<file path="src/rtl/div_arb_pkg.sv">
// Shared types and the grant picker used by the divider request arbiter.
package div_arb_pkg;

  localparam int unsigned DIV_W_DEFAULT = 16;
  localparam int unsigned ARB_MAX_REQ   = 8;

  typedef enum logic [1:0] {
    IDLE = 2'd0,
    RUN  = 2'd1,
    RESP = 2'd2
  } div_arb_state_t;

  // One-hot grant: first set bit of req[n-1:0], searching upward from ptr and wrapping.
  function automatic logic [ARB_MAX_REQ-1:0] rr_pick(input logic [ARB_MAX_REQ-1:0] req,
                                                      input logic [2:0] ptr,
                                                      input logic [3:0] n);
    logic [ARB_MAX_REQ-1:0] gnt;
    logic [3:0]             idx;
    logic                   found;
    gnt   = '0;
    found = 1'b0;
    for (int k = 0; k < int'(ARB_MAX_REQ); k++) begin
      idx = 4'(ptr) + 4'(k);
      if (idx >= n) idx = idx - n;
      if ((4'(k) < n) && !found && req[idx[2:0]]) begin
        gnt[idx[2:0]] = 1'b1;
        found         = 1'b1;
      end
    end
    return gnt;
  endfunction

endpackage

</file>
<file path="src/rtl/div_iter_core.sv">
// Iterative restoring divider: one shift/compare/subtract step per cycle for W cycles.
// quot/rem present the result of the step in progress; they are final while step_done is high.
module div_iter_core
  import div_arb_pkg::*;
#(
  parameter int unsigned W = DIV_W_DEFAULT
) (
  input  logic         clk,
  input  logic         rst,
  input  logic         start,
  input  logic [W-1:0] dividend,
  input  logic [W-1:0] divisor,
  output logic         step_done,
  output logic [W-1:0] quot,
  output logic [W-1:0] rem
);

  localparam int unsigned CW = $clog2(W + 1);

  logic          active_q;
  logic [CW-1:0] cnt_q;
  logic [W:0]    rem_q;
  logic [W-1:0]  quot_q;
  logic [W-1:0]  dvs_q;

  logic [W+1:0]  diff;
  logic          qbit;
  logic [W:0]    rem_n;
  logic [W-1:0]  quot_n;

  // Shift the next dividend bit into the partial remainder and try the subtract.
  always_comb begin
    diff   = {rem_q, quot_q[W-1]} - {2'b00, dvs_q};
    qbit   = ~diff[W+1];
    rem_n  = qbit ? diff[W:0] : {rem_q[W-1:0], quot_q[W-1]};
    quot_n = {quot_q[W-2:0], qbit};
  end

  assign step_done = active_q && (cnt_q == CW'(W - 1));
  assign quot      = quot_n;
  assign rem       = rem_n[W-1:0];

  always_ff @(posedge clk) begin
    if (rst) begin
      active_q <= 1'b0;
      cnt_q    <= '0;
      rem_q    <= '0;
      quot_q   <= '0;
      dvs_q    <= '0;
    end else if (start) begin
      active_q <= 1'b1;
      cnt_q    <= '0;
      rem_q    <= '0;
      quot_q   <= dividend;
      dvs_q    <= divisor;
    end else if (active_q) begin
      rem_q    <= rem_n;
      quot_q   <= quot_n;
      cnt_q    <= cnt_q + CW'(1);
      if (step_done) active_q <= 1'b0;
    end
  end

endmodule

</file>
<file path="src/rtl/div_req_arbiter.sv">
// Shares one iterative divider among N_REQ requesters, one operation outstanding at a time.
// DIV_ARB_RR_EN defined: round-robin grant; undefined: fixed priority, lowest index wins.
module div_req_arbiter
  import div_arb_pkg::*;
#(
  parameter int unsigned N_REQ = 4,
  parameter int unsigned W     = DIV_W_DEFAULT,
  parameter int unsigned IDW   = $clog2(N_REQ)
) (
  input  logic               clk,
  input  logic               rst,
  input  logic [N_REQ-1:0]   req_valid,
  output logic [N_REQ-1:0]   req_ready,
  input  logic [N_REQ*W-1:0] req_dividend,
  input  logic [N_REQ*W-1:0] req_divisor,
  output logic               rsp_valid,
  input  logic               rsp_ready,
  output logic [IDW-1:0]     rsp_id,
  output logic [W-1:0]       rsp_quot,
  output logic [W-1:0]       rsp_rem,
  output logic               rsp_err,
  output logic               busy
);

  div_arb_state_t         state_q, state_d;
  logic [ARB_MAX_REQ-1:0] grant_full;
  logic [N_REQ-1:0]       grant;
  logic [IDW-1:0]         gid;
  logic [W-1:0]           sel_dvd, sel_dvs;
  logic                   accept;
  logic                   core_start;
  logic                   core_done;
  logic [W-1:0]           core_quot, core_rem;
  logic [IDW-1:0]         id_q, id_d;
  logic                   rsp_valid_d, rsp_err_d, busy_d;
  logic [IDW-1:0]         rsp_id_d;
  logic [W-1:0]           rsp_quot_d, rsp_rem_d;
  logic                   unused_grant_bits;

`ifdef DIV_ARB_RR_EN
  logic [IDW-1:0] ptr_q;

  assign grant_full = rr_pick(8'(req_valid), 3'(ptr_q), 4'(N_REQ));

  // Search resumes just past the last accepted requester.
  always_ff @(posedge clk) begin
    if (rst)         ptr_q <= '0;
    else if (accept) ptr_q <= (gid == IDW'(N_REQ - 1)) ? '0 : gid + IDW'(1);
  end
`else
  assign grant_full = rr_pick(8'(req_valid), 3'd0, 4'(N_REQ));
`endif

  assign grant             = grant_full[N_REQ-1:0];
  assign unused_grant_bits = ^grant_full;

  // Index and operands of the granted requester.
  always_comb begin
    gid     = '0;
    sel_dvd = '0;
    sel_dvs = '0;
    for (int unsigned i = 0; i < N_REQ; i++) begin
      if (grant[i]) begin
        gid     = IDW'(i);
        sel_dvd = req_dividend[i*W +: W];
        sel_dvs = req_divisor[i*W +: W];
      end
    end
  end

  div_iter_core #(.W(W)) u_core (
    .clk       (clk),
    .rst       (rst),
    .start     (core_start),
    .dividend  (sel_dvd),
    .divisor   (sel_dvs),
    .step_done (core_done),
    .quot      (core_quot),
    .rem       (core_rem)
  );

  always_comb begin
    state_d     = state_q;
    id_d        = id_q;
    rsp_valid_d = rsp_valid;
    rsp_id_d    = rsp_id;
    rsp_quot_d  = rsp_quot;
    rsp_rem_d   = rsp_rem;
    rsp_err_d   = rsp_err;
    req_ready   = '0;
    accept      = 1'b0;
    core_start  = 1'b0;
    unique case (state_q)
      IDLE: begin
        if (!rst) req_ready = grant;
        accept = |(req_valid & req_ready);
        if (accept) begin
          id_d = gid;
          if (sel_dvs == '0) begin
            // Divide-by-zero is answered directly without running the core.
            state_d     = RESP;
            rsp_valid_d = 1'b1;
            rsp_id_d    = gid;
            rsp_quot_d  = '1;
            rsp_rem_d   = sel_dvd;
            rsp_err_d   = 1'b1;
          end else begin
            state_d    = RUN;
            core_start = 1'b1;
          end
        end
      end
      RUN: begin
        if (core_done) begin
          state_d     = RESP;
          rsp_valid_d = 1'b1;
          rsp_id_d    = id_q;
          rsp_quot_d  = core_quot;
          rsp_rem_d   = core_rem;
          rsp_err_d   = 1'b0;
        end
      end
      RESP: begin
        if (rsp_ready) begin
          state_d     = IDLE;
          rsp_valid_d = 1'b0;
        end
      end
      default: state_d = IDLE;
    endcase
    busy_d = (state_d != IDLE);
  end

  always_ff @(posedge clk) begin
    if (rst) begin
      state_q   <= IDLE;
      id_q      <= '0;
      rsp_valid <= 1'b0;
      rsp_id    <= '0;
      rsp_quot  <= '0;
      rsp_rem   <= '0;
      rsp_err   <= 1'b0;
      busy      <= 1'b0;
    end else begin
      state_q   <= state_d;
      id_q      <= id_d;
      rsp_valid <= rsp_valid_d;
      rsp_id    <= rsp_id_d;
      rsp_quot  <= rsp_quot_d;
      rsp_rem   <= rsp_rem_d;
      rsp_err   <= rsp_err_d;
      busy      <= busy_d;
    end
  end

endmodule
</file>
<file path="config.mk">
export PLATFORM = sky130hd
export DESIGN_NAME = div_req_arbiter
export DESIGN_NICKNAME = d
export VERILOG_FILES = /design/src/rtl/div_arb_pkg.sv /design/src/rtl/div_iter_core.sv /design/src/rtl/div_req_arbiter.sv
export SDC_FILE = /design/constraint.sdc
export NUM_CORES = 1
export LEC_CHECK = 0
export CORE_ASPECT_RATIO = 2
export CORE_MARGIN = 8
export CORE_UTILIZATION = 44
export DETAILED_ROUTE_END_ITERATION = 10
export GPL_TIMING_DRIVEN = 0
export PLACE_DENSITY = 0.76
export SETUP_SLACK_MARGIN = 0.4
export SLEW_MARGIN = 5
export SYNTH_ARGS = -nofsm -noshare
export SYNTH_HDL_FRONTEND = slang
export SYNTH_SLANG_ARGS = --single-unit
</file>
<file path="constraint.sdc">
create_clock -name clk -period 3.62 [get_ports clk]
set_clock_uncertainty 0.15 [all_clocks]
set_input_delay 0.905 -clock clk [delete_from_list [all_inputs] [get_ports clk]]
set_output_delay 0.905 -clock clk [all_outputs]
set_load 0.05 [all_outputs]
</file>
# Word level (Yosys, flattened, before mapping)
# Cells that the tools add are included.
# totals
regBits	96
latchBits	0
ramBits	0
mem_bits_ro	0
in_bits	135
output_inout_bits	41
memories	0
# op_classes
n_addsub	2
multipliers	0
n_div	0
n_lt_le_gt_ge	0
n_eq_ne	7
shifts	0
muxes	53
n_bitwise	2
n_reduce_logical	18
# ops
operator	n
2-to-1 mux 16 bit	16
case mux 16 bit (2 select lines)	2
2-to-1 mux 1 bit	18
2-to-1 mux 2 bit	9
subtractor 18 x 16 -> 18 bit	1
2-to-1 mux 17 bit	1
logical NOT 16 bit	1
2-to-1 mux 4 bit	3
inequality test 2 bit (second input constant)	4
case mux 2 bit (3 select lines)	1
nonzero test 2 bit	3
adder 5 x 1 -> 5 bit (second input constant)	1
== test 5 x 4 -> 1 bit (second input constant)	1
AND reduction 5 bit	1
bitwise AND 4 bit	1
logical AND 1 bit	4
case mux 2 bit (2 select lines)	1
AND reduction 4 bit	1
OR reduction 4 bit	1
logical NOT 1 bit	3
case mux 1 bit (3 select lines)	1
nonzero test 3 bit	1
== test 2 x 1 -> 1 bit (second input constant)	1
== test 2 bit (second input constant)	1
other kinds (5)	5

# Depth between registers and ports, before layout
# Gate-level depths: netlist (run 1).
# depth
depth_word	17
depth_mapped	13

# Hierarchy
# From an unflattened synthesis (run 1), not the netlist that was laid out.
# hier_totals
cells_unflattened	925
hier_area_um2	6845.3
# by_module_without_submodules
mod	instances	cells_per_inst	area_per_inst_um2
div_iter_core	1	441	3622.2
div_req_arbiter	1	484	3223.1

# Least setup slack after synthesis (run 1)
# No wires, ideal clock.
# synth_timing
path_type	input-to-output
start	input req_valid[0]
end	output req_ready[3]
t_arrival_ns	3.252
required_time_ns	2.565
setup_slack_ns	-0.687
path_stages	6
path_buffers	4
path_cell_list	buf_2 nor4b_2 clkbuf_1 clkbuf_1 clkbuf_1 nor2b_1
# synth_between
elab_chain_len	13
# synth_lines
element	line_no	source
start: declaration	div_req_arbiter.sv:12	input logic [N_REQ-1:0] req_valid,
2-to-1 mux 1 bit *	div_arb_pkg.sv:25	if ((4'(k) < n) && !found && req[idx[2:0]]) begin
logical NOT 1 bit	div_arb_pkg.sv:25	
logical AND 1 bit	div_arb_pkg.sv:25	
2-to-1 mux 1 bit *	div_arb_pkg.sv:25	
logical NOT 1 bit	div_arb_pkg.sv:25	
logical AND 1 bit	div_arb_pkg.sv:25	
2-to-1 mux 1 bit *	div_arb_pkg.sv:25	
logical NOT 1 bit *	div_arb_pkg.sv:25	
logical AND 1 bit *	div_arb_pkg.sv:25	
2-to-1 mux 1 bit *	div_arb_pkg.sv:25	
2-to-1 mux 4 bit *	div_req_arbiter.sv:95	if (!rst) req_ready = grant;
2-to-1 mux 4 bit * (2 in series)	div_req_arbiter.sv:93	unique case (state_q)
end: declaration	div_req_arbiter.sv:13	output logic [N_REQ-1:0] req_ready,
# Every way passes the cells marked *; elsewhere a longest branch is shown, timed or not. The select of a mux whose other input is x is not followed.

# Worst setup path after layout (run 1)
# Ends and elaborated chain as after synthesis.

==> impl_metrics.ini, run 1 <==
[run_status]
status = complete, no violations

[sta]
rsz0062_at_grt = no
worstMarginPinSlew_ns = 0.842
fin_crit_ns = 3.23
hold_ws_ns = 0.335
finalCritPeriodShare = 0.891
final_hold_viol_count = 0
max_clock_freq_mhz = 310
slew_violations = 0
max_slew_margin = 0.439
setup_viol = 0

[clocking]
htreeDepth = 3
cts_buffer_depth = 2
clk_latency_ns = 0.36
cts_made_buffers = 9
clkTransAtPathRegs_ns = 0.07
cts_sinks = 96
cts_tree = done
holdBufCountCts = 0
cts-root-buf = clkbuf_16

[power_and_ir_drop]
power_w = 0.00343
peakVddDrop_v = 0.000232
pwr_density_cell_nw_per_um2 = 378
power_leakage_nw = 3.40

[synthesis]
synth_top_family_by_area = compound AO/OA/AOI/OAI gates
synth_xor_xnor_area_share = 0.0221
syn_area_per_cell_sq_um = 7.88
ys.warnings.count = 0
yosysTopAreaCell = dfxtp_1
yosys.area_share.simple = 0.209
synth_top_flop_cell = dfxtp_1
muxShareOfSynthArea = 0.0589
synth_compound_area_frac = 0.282
ys_ff_latch = 96
ys_seq_area_frac = 0.323
syn_area_sq_um = 5950
synthArstFlopShare = 0
yosysUniqueCellTypes = 64
yosysTopAreaCellShare = 0.323
syn-num-nets = 909
postSynthCellCount = 755
synthAdderAreaFrac = 0.0412
synth-edff-count = 0
synthTopCellsByArea = dfxtp_1, nor2_1, a211oi_1, mux2i_1, ha_1

[setup_path]
regToRegEndpoint = rsp_rem[13]$_SDFFE_PP0P_
cp-endpoint = req_ready[3]
ff2ff_path_depth = 10
crit_fanout = 5
worstSetupStartpointType = input pin
cp.required_ns = 2.56
crit_path_start = req_valid[0]
crit_path_end_kind = primary output
crit_slowest_cell = nor4b_4
r2r_start = u_core.dvs_q[10]$_SDFFE_PP0P_
cp_slowest_stage_delay_ns = 0.28
criticalPathCategory = in2out
worstPathCellList = buf_2, buf_6, nor4b_4, clkbuf_8, clkbuf_16, clkbuf_16, nor2b_4, buf_8
rrSetupSlack_ns = 0.45
cp.arrival_ns = 2.17
path_common_cell = clkbuf_16

[min_path]
hold_path.class = reg2reg

[detailed_routing]
ant_nets = 0
first_pass_iters = 6
post_drt_wl_per_cell_um = 22.6
drc = 0
post_drt_via_cell_ratio = 6.11
postRouteWirelength_mm = 25.4
drt-initial-drc-count = 415
vias = 6873

[flow_run]
drv_cap = 0

[layout]
drive_above_1_share = 0.170
fin_area_sq_um = 9060
mostFrequentLayoutCell = clkdlybuf4s50_1
syn2layout_area_growth_pct = 52.3
nNetsFinal = 1116
layout_common_cells = clkdlybuf4s50_1, nor2_1, dfxtp_1
fillers = 1104

[global_routing]
grt_pass1_vias = 7232
grt_overflow = 0
grt_first_pass_wirelength_mm = 38.2
antenna_found_initial = 2
grt_max_degree = 20
track_usage = 0.276

[floorplan]
rows = 60
core_area_sq_um = 13400
die_area_sq_um = 17700
initial_core_util = 0.445
die_w_um = 98.2
fp.dieH_um = 180
ios = 176

[place]
detailed_place.area_sq_um = 7950
gp_congestion = 0.931
dp_hpwl_mm = 19.4
io_buffers = 173
==> layout make-up <==
type / instances / area [sq um] / share of cell area
inverter: 31 / 116 / 0.0128
multi-input combinational: 566 / 4160 / 0.460
tap: 155 / 194 / 0.0214
sequential: 96 / 1930 / 0.213
clock inverter: 7 / 71.3 / 0.00787
buffer: 62 / 442 / 0.0488
antenna: 2 / 5.00 / 0.000553
clock buffer: 9 / 225 / 0.0249
timing repair buffer: 196 / 1910 / 0.211
==> what timing repair did <==
action / in CTS / in global routing
setup buffers: 14 / 8
setup endpoints to repair: 100 / 97
resized for setup: 100 / 94
cloned: 0 / 1
pin swaps: 13 / 29
==> sequential cells by signal (all words and copies together) (netlist names) <==
signal           flops
rsp_id               2
state_q              2
u_core.quot_q       16
u_core.dvs_q        16
u_core.rem_q        17
busy                 1
id_q                 2
rsp_err              1
u_core.cnt_q         5
rsp_quot            16
u_core.active_q      1
rsp_rem             16
rsp_valid            1
==> cell usage after synthesis, types with 4 or more instances <==
master     instances
a2111oi_0          6
a211oi_1          55
a21o_1             8
a21oi_1           28
a221oi_1          21
a22oi_1           29
a311oi_1           6
a31oi_1            4
and2_1             5
and3_1             6
buf_1              4
buf_2             17
clkbuf_1          38
dfxtp_1           96
ha_1              18
inv_1             31
mux2_2             8
mux2i_1           26
nand2_1           42
nand2b_1          22
nand3_1            4
nand4_1            5
nor2_1           127
nor2b_1           11
nor3_1            30
o211ai_1           5
o21ai_0           26
o22ai_1            8
o31ai_1            6
o32ai_1            6
xnor2_1            9
xor2_1             6
==> report_power, final <==
part	switching, W	leakage (nW)	internal, W
clock	0.000481	0.146	0.000489
combinational	0.000697	2.47	0.000595
sequential	0.0000553	0.784	0.00111
total	0.00123	3.40	0.00219
==> worst max-delay path, delay by kind of cell <==
kind | cells | cell delay [ns]
simple gates | 2 | 0.42
buf+inv | 6 | 0.83
==> worst min path at each step <==
| stage | start | to | slack, ns | depth (start not counted) |
|---|---|---|---|---|
| 3_5_place_dp | rsp_rem[3]$_SDFFE_PP0P_ | rsp_rem[3]$_SDFFE_PP0P_ | 0.32 | 2 |
| 3_3_place_gp | u_core.dvs_q[3]$_SDFFE_PP0P_ | u_core.dvs_q[3]$_SDFFE_PP0P_ | 0.31 | 2 |
| 2_1_floorplan | u_core.dvs_q[11]$_SDFFE_PP0P_ | u_core.dvs_q[11]$_SDFFE_PP0P_ | 0.30 | 2 |
| 5_1_grt | u_core.dvs_q[3]$_SDFFE_PP0P_ | u_core.dvs_q[3]$_SDFFE_PP0P_ | 0.35 | 2 |
| 4_1_cts | u_core.cnt_q[4]$_SDFFE_PP0P_ | u_core.cnt_q[4]$_SDFFE_PP0P_ | 0.33 | 2 |
| 6_report | u_core.dvs_q[3]$_SDFFE_PP0P_ | u_core.dvs_q[3]$_SDFFE_PP0P_ | 0.33 | 2 |
==> layer usage <==
metal	track usage	part of all wire
met4	0.210	0.078
met1	0.248	0.34
met2	0.514	0.52
met5	0	0
met3	0.0650	0.061
==> stage by stage <==
step | setup slack, ns | instances | setup TNS, ns | util
after CTS | 0.363 | 1113 | 0 | 0.643
after detailed placement | -1.17 | 1083 | -74.13 | 0.595
after global routing | 0.363 | 1124 | 0 | 0.678
after floorplan | 0.287 | 755 | 0 | -
final | 0.394 | 1124 | 0 | 0.678
after global placement | -1.19 | 1083 | -70.61 | 0.595
==> logic make-up after synthesis <==
kind of cell / count (synthesis)
flops: 96
fa+ha+maj: 19
xor+xnor: 15
compound gates: 231
mux: 34
simple gates: 267
buf+inv: 93
Note: power is estimated with default switching activity, not from simulation.
==> inputs of run 2 (changes only) <==
--- a/config.mk
+++ b/config.mk
@@ -11,8 +11,7 @@
 export DETAILED_ROUTE_END_ITERATION = 10
 export GPL_TIMING_DRIVEN = 0
 export PLACE_DENSITY = 0.76
-export SETUP_SLACK_MARGIN = 0.4
-export SLEW_MARGIN = 5
+export SLEW_MARGIN = 40
 export SYNTH_ARGS = -nofsm -noshare
 export SYNTH_HDL_FRONTEND = slang
 export SYNTH_SLANG_ARGS = --single-unit
==> run 2 against run 1 <==
Effect of this change: clock-buffer cell count unchanged; setup slack got worse by 0.36 ns; register-to-register slack got worse by 0.30 ns; critical endpoint unchanged; critical path depth unchanged; utilization decreased by 4.9 points; largest cell class unchanged; fmax decreased by 10%; highest routed layer unchanged.
==> impl_metrics.ini, run 2 (synthesis results as in run 1) <==
[floorplan]
die_w_um = 98.2
core_area_sq_um = 13400
ios = 176
initial_core_util = 0.445
fp.dieH_um = 180
rows = 60
die_area_sq_um = 17700

[sta]
setup_viol = 0
rsz0062_at_grt = yes
hold_ws_ns = 0.327
slew_violations = 0
finalCritPeriodShare = 0.990
fin_crit_ns = 3.58
tns_ns = 0
max_slew_margin = 0.555
final_hold_viol_count = 0
worstMarginPinSlew_ns = 0.667
max_clock_freq_mhz = 279

[layout]
syn2layout_area_growth_pct = 41.3
stdcell_count = 1109
fin_util = 0.629
diodes = 0
registers.top_by_ff_count = u_core.rem_q
fillers = 1203
nNetsFinal = 1103
largest_reg_flops = 17
drive_above_1_share = 0.0964
layout_common_cells = clkdlybuf4s50_1, nor2_1, dfxtp_1
regArea_sq_um = 1920
mostFrequentLayoutCell = clkdlybuf4s50_1
multiInputGateArea_sq_um = 3730

[power_and_ir_drop]
power_leakage_nw = 3.16
switching_share = 0.350
peakVddDrop_v = 0.000244
pwr-share-comb = 0.348
p_seq_frac = 0.358
netSwitchingPower_w = 0.00113
intPower_w = 0.00210
p_clk_frac = 0.294
pwr_density_cell_nw_per_um2 = 385

[min_path]
hold_path.class = reg2reg
hp-start = u_core.dvs_q[3]$_SDFFE_PP0P_
hold_depth = 2
whs_endpoint = u_core.dvs_q[3]$_SDFFE_PP0P_

[flow_run]
drv_cap = 0

[clocking]
clkTransAtPathRegs_ns = 0.07
cts-root-buf = clkbuf_16
htreeDepth = 3
cts_tree = done
cts_sinks = 96
cts_buffer_depth = 2
clk_latency_ns = 0.35
cts_made_buffers = 9

[detailed_routing]
drt-initial-drc-count = 386
postRouteWirelength_mm = 23.5
post_drt_via_cell_ratio = 5.98
post_drt_wl_per_cell_um = 21.2
drc = 0
first_pass_iters = 5
ant_nets = 0
vias = 6634

[setup_path]
regToRegEndpoint = rsp_rem[11]$_SDFFE_PP0P_
r2r_start = u_core.dvs_q[14]$_SDFFE_PP0P_
cp.arrival_ns = 2.53
cp.required_ns = 2.56
crit_path_end_kind = primary output
criticalPathCategory = in2out
crit_slowest_cell = nor4b_4
worstPathCellList = dlygate4sd2_1, buf_6, nor4b_4, clkbuf_8, clkbuf_8, clkbuf_8, nor2b_4, buf_6
ff2ff_path_depth = 12
crit_fanout = 10
path_common_cell = clkbuf_8
worstSetupStartpointType = input pin
cp_slowest_stage_delay_ns = 0.33
rrSetupSlack_ns = 0.15

[global_routing]
grt_max_degree = 20
track_usage = 0.264
grt_first_pass_wirelength_mm = 36.7
antenna_found_initial = 0
grt_pass1_vias = 7107
grt_overflow = 0

[run_status]
status = complete, no violations

[place]
gp_congestion = 0.964
place_inst = 1083
dp_hpwl_mm = 19.0
io_buffers = 173
run 2: cell types whose count changed in the layout (fill, tap and decap cells not counted), moves of 4 or more:
cell	before	now
a2111oi_4	6	0
a211oi_1	41	52
a211oi_2	15	5
a221oi_1	15	19
a221oi_4	5	0
buf_4	32	20
buf_6	10	2
clkbuf_1	21	27
clkdlybuf4s50_1	160	166
dlymetal6s2s_1	6	0
ha_1	14	18
o31ai_1	1	5
run 2: final cells by class:
type,count,share of cell area
Multi-Input combinational cell,566,0.444
Sequential cell,96,0.229
Timing Repair Buffer,183,0.214
Buffer,62,0.0405
Clock buffer,9,0.0268
Tap cell,155,0.0231
Inverter,31,0.0138
Clock inverter,7,0.00923
run 2: metrics by stage:
step	area [sq um]	power, W	setup slack [ns]
6_report	8400	0.00324	0.0368
5_1_grt	8400	0.00338	-0.00655
4_1_cts	8360	0.00321	0.0362
3_5_place_dp	7890	0.00226	-1.98
3_3_place_gp	7880	0.00225	-2.27
2_1_floorplan	5950	0.00186	-0.450
run 2: layer usage:
layer  share of wire  GRT usage  wire [um]
met5               0          0          0
met3           0.065     0.0623       1520
met4           0.080      0.218       1890
met2            0.51      0.479      12000
met1            0.34      0.243       8080
run 2: how the worst max path moves through the flow:
stage,start,endpoint,depth (start not counted)
6_report,req_valid[0],req_ready[3],8
5_1_grt,req_valid[2],rsp_rem[8]$_SDFFE_PP0P_,12
4_1_cts,req_valid[0],req_ready[3],8
3_5_place_dp,req_valid[0],req_ready[3],8
3_3_place_gp,req_valid[0],req_ready[3],8
2_1_floorplan,req_valid[0],req_ready[3],6
run 2: what timing repair did:
action | 4_1_cts | 5_1_grt
hold buffers | 0 | 0
endpoints found under the setup margin | 98 | 27
pin swaps | 8 | 4
gates resized for setup | 57 | 18
setup buffers | 10 | 0
run 2: power by group through the flow:
| stage | clock (W) | combinational, W | sequential [W] |
|---|---|---|---|
| global route | 0.00100 | 0.00122 | 0.00116 |
| detailed placement | 0 | 0.00108 | 0.00118 |
| global placement | 0 | 0.00107 | 0.00118 |
| CTS | 0.000955 | 0.00110 | 0.00115 |
| finish | 0.000951 | 0.00113 | 0.00116 |
| floorplan | 0 | 0.000701 | 0.00116 |
run 2: worst max-delay path, delay by kind of cell:
kind / cells / cell delay [ns]
buffers and inverters: 6 / 1.13
AND/OR/NAND/NOR: 2 / 0.49
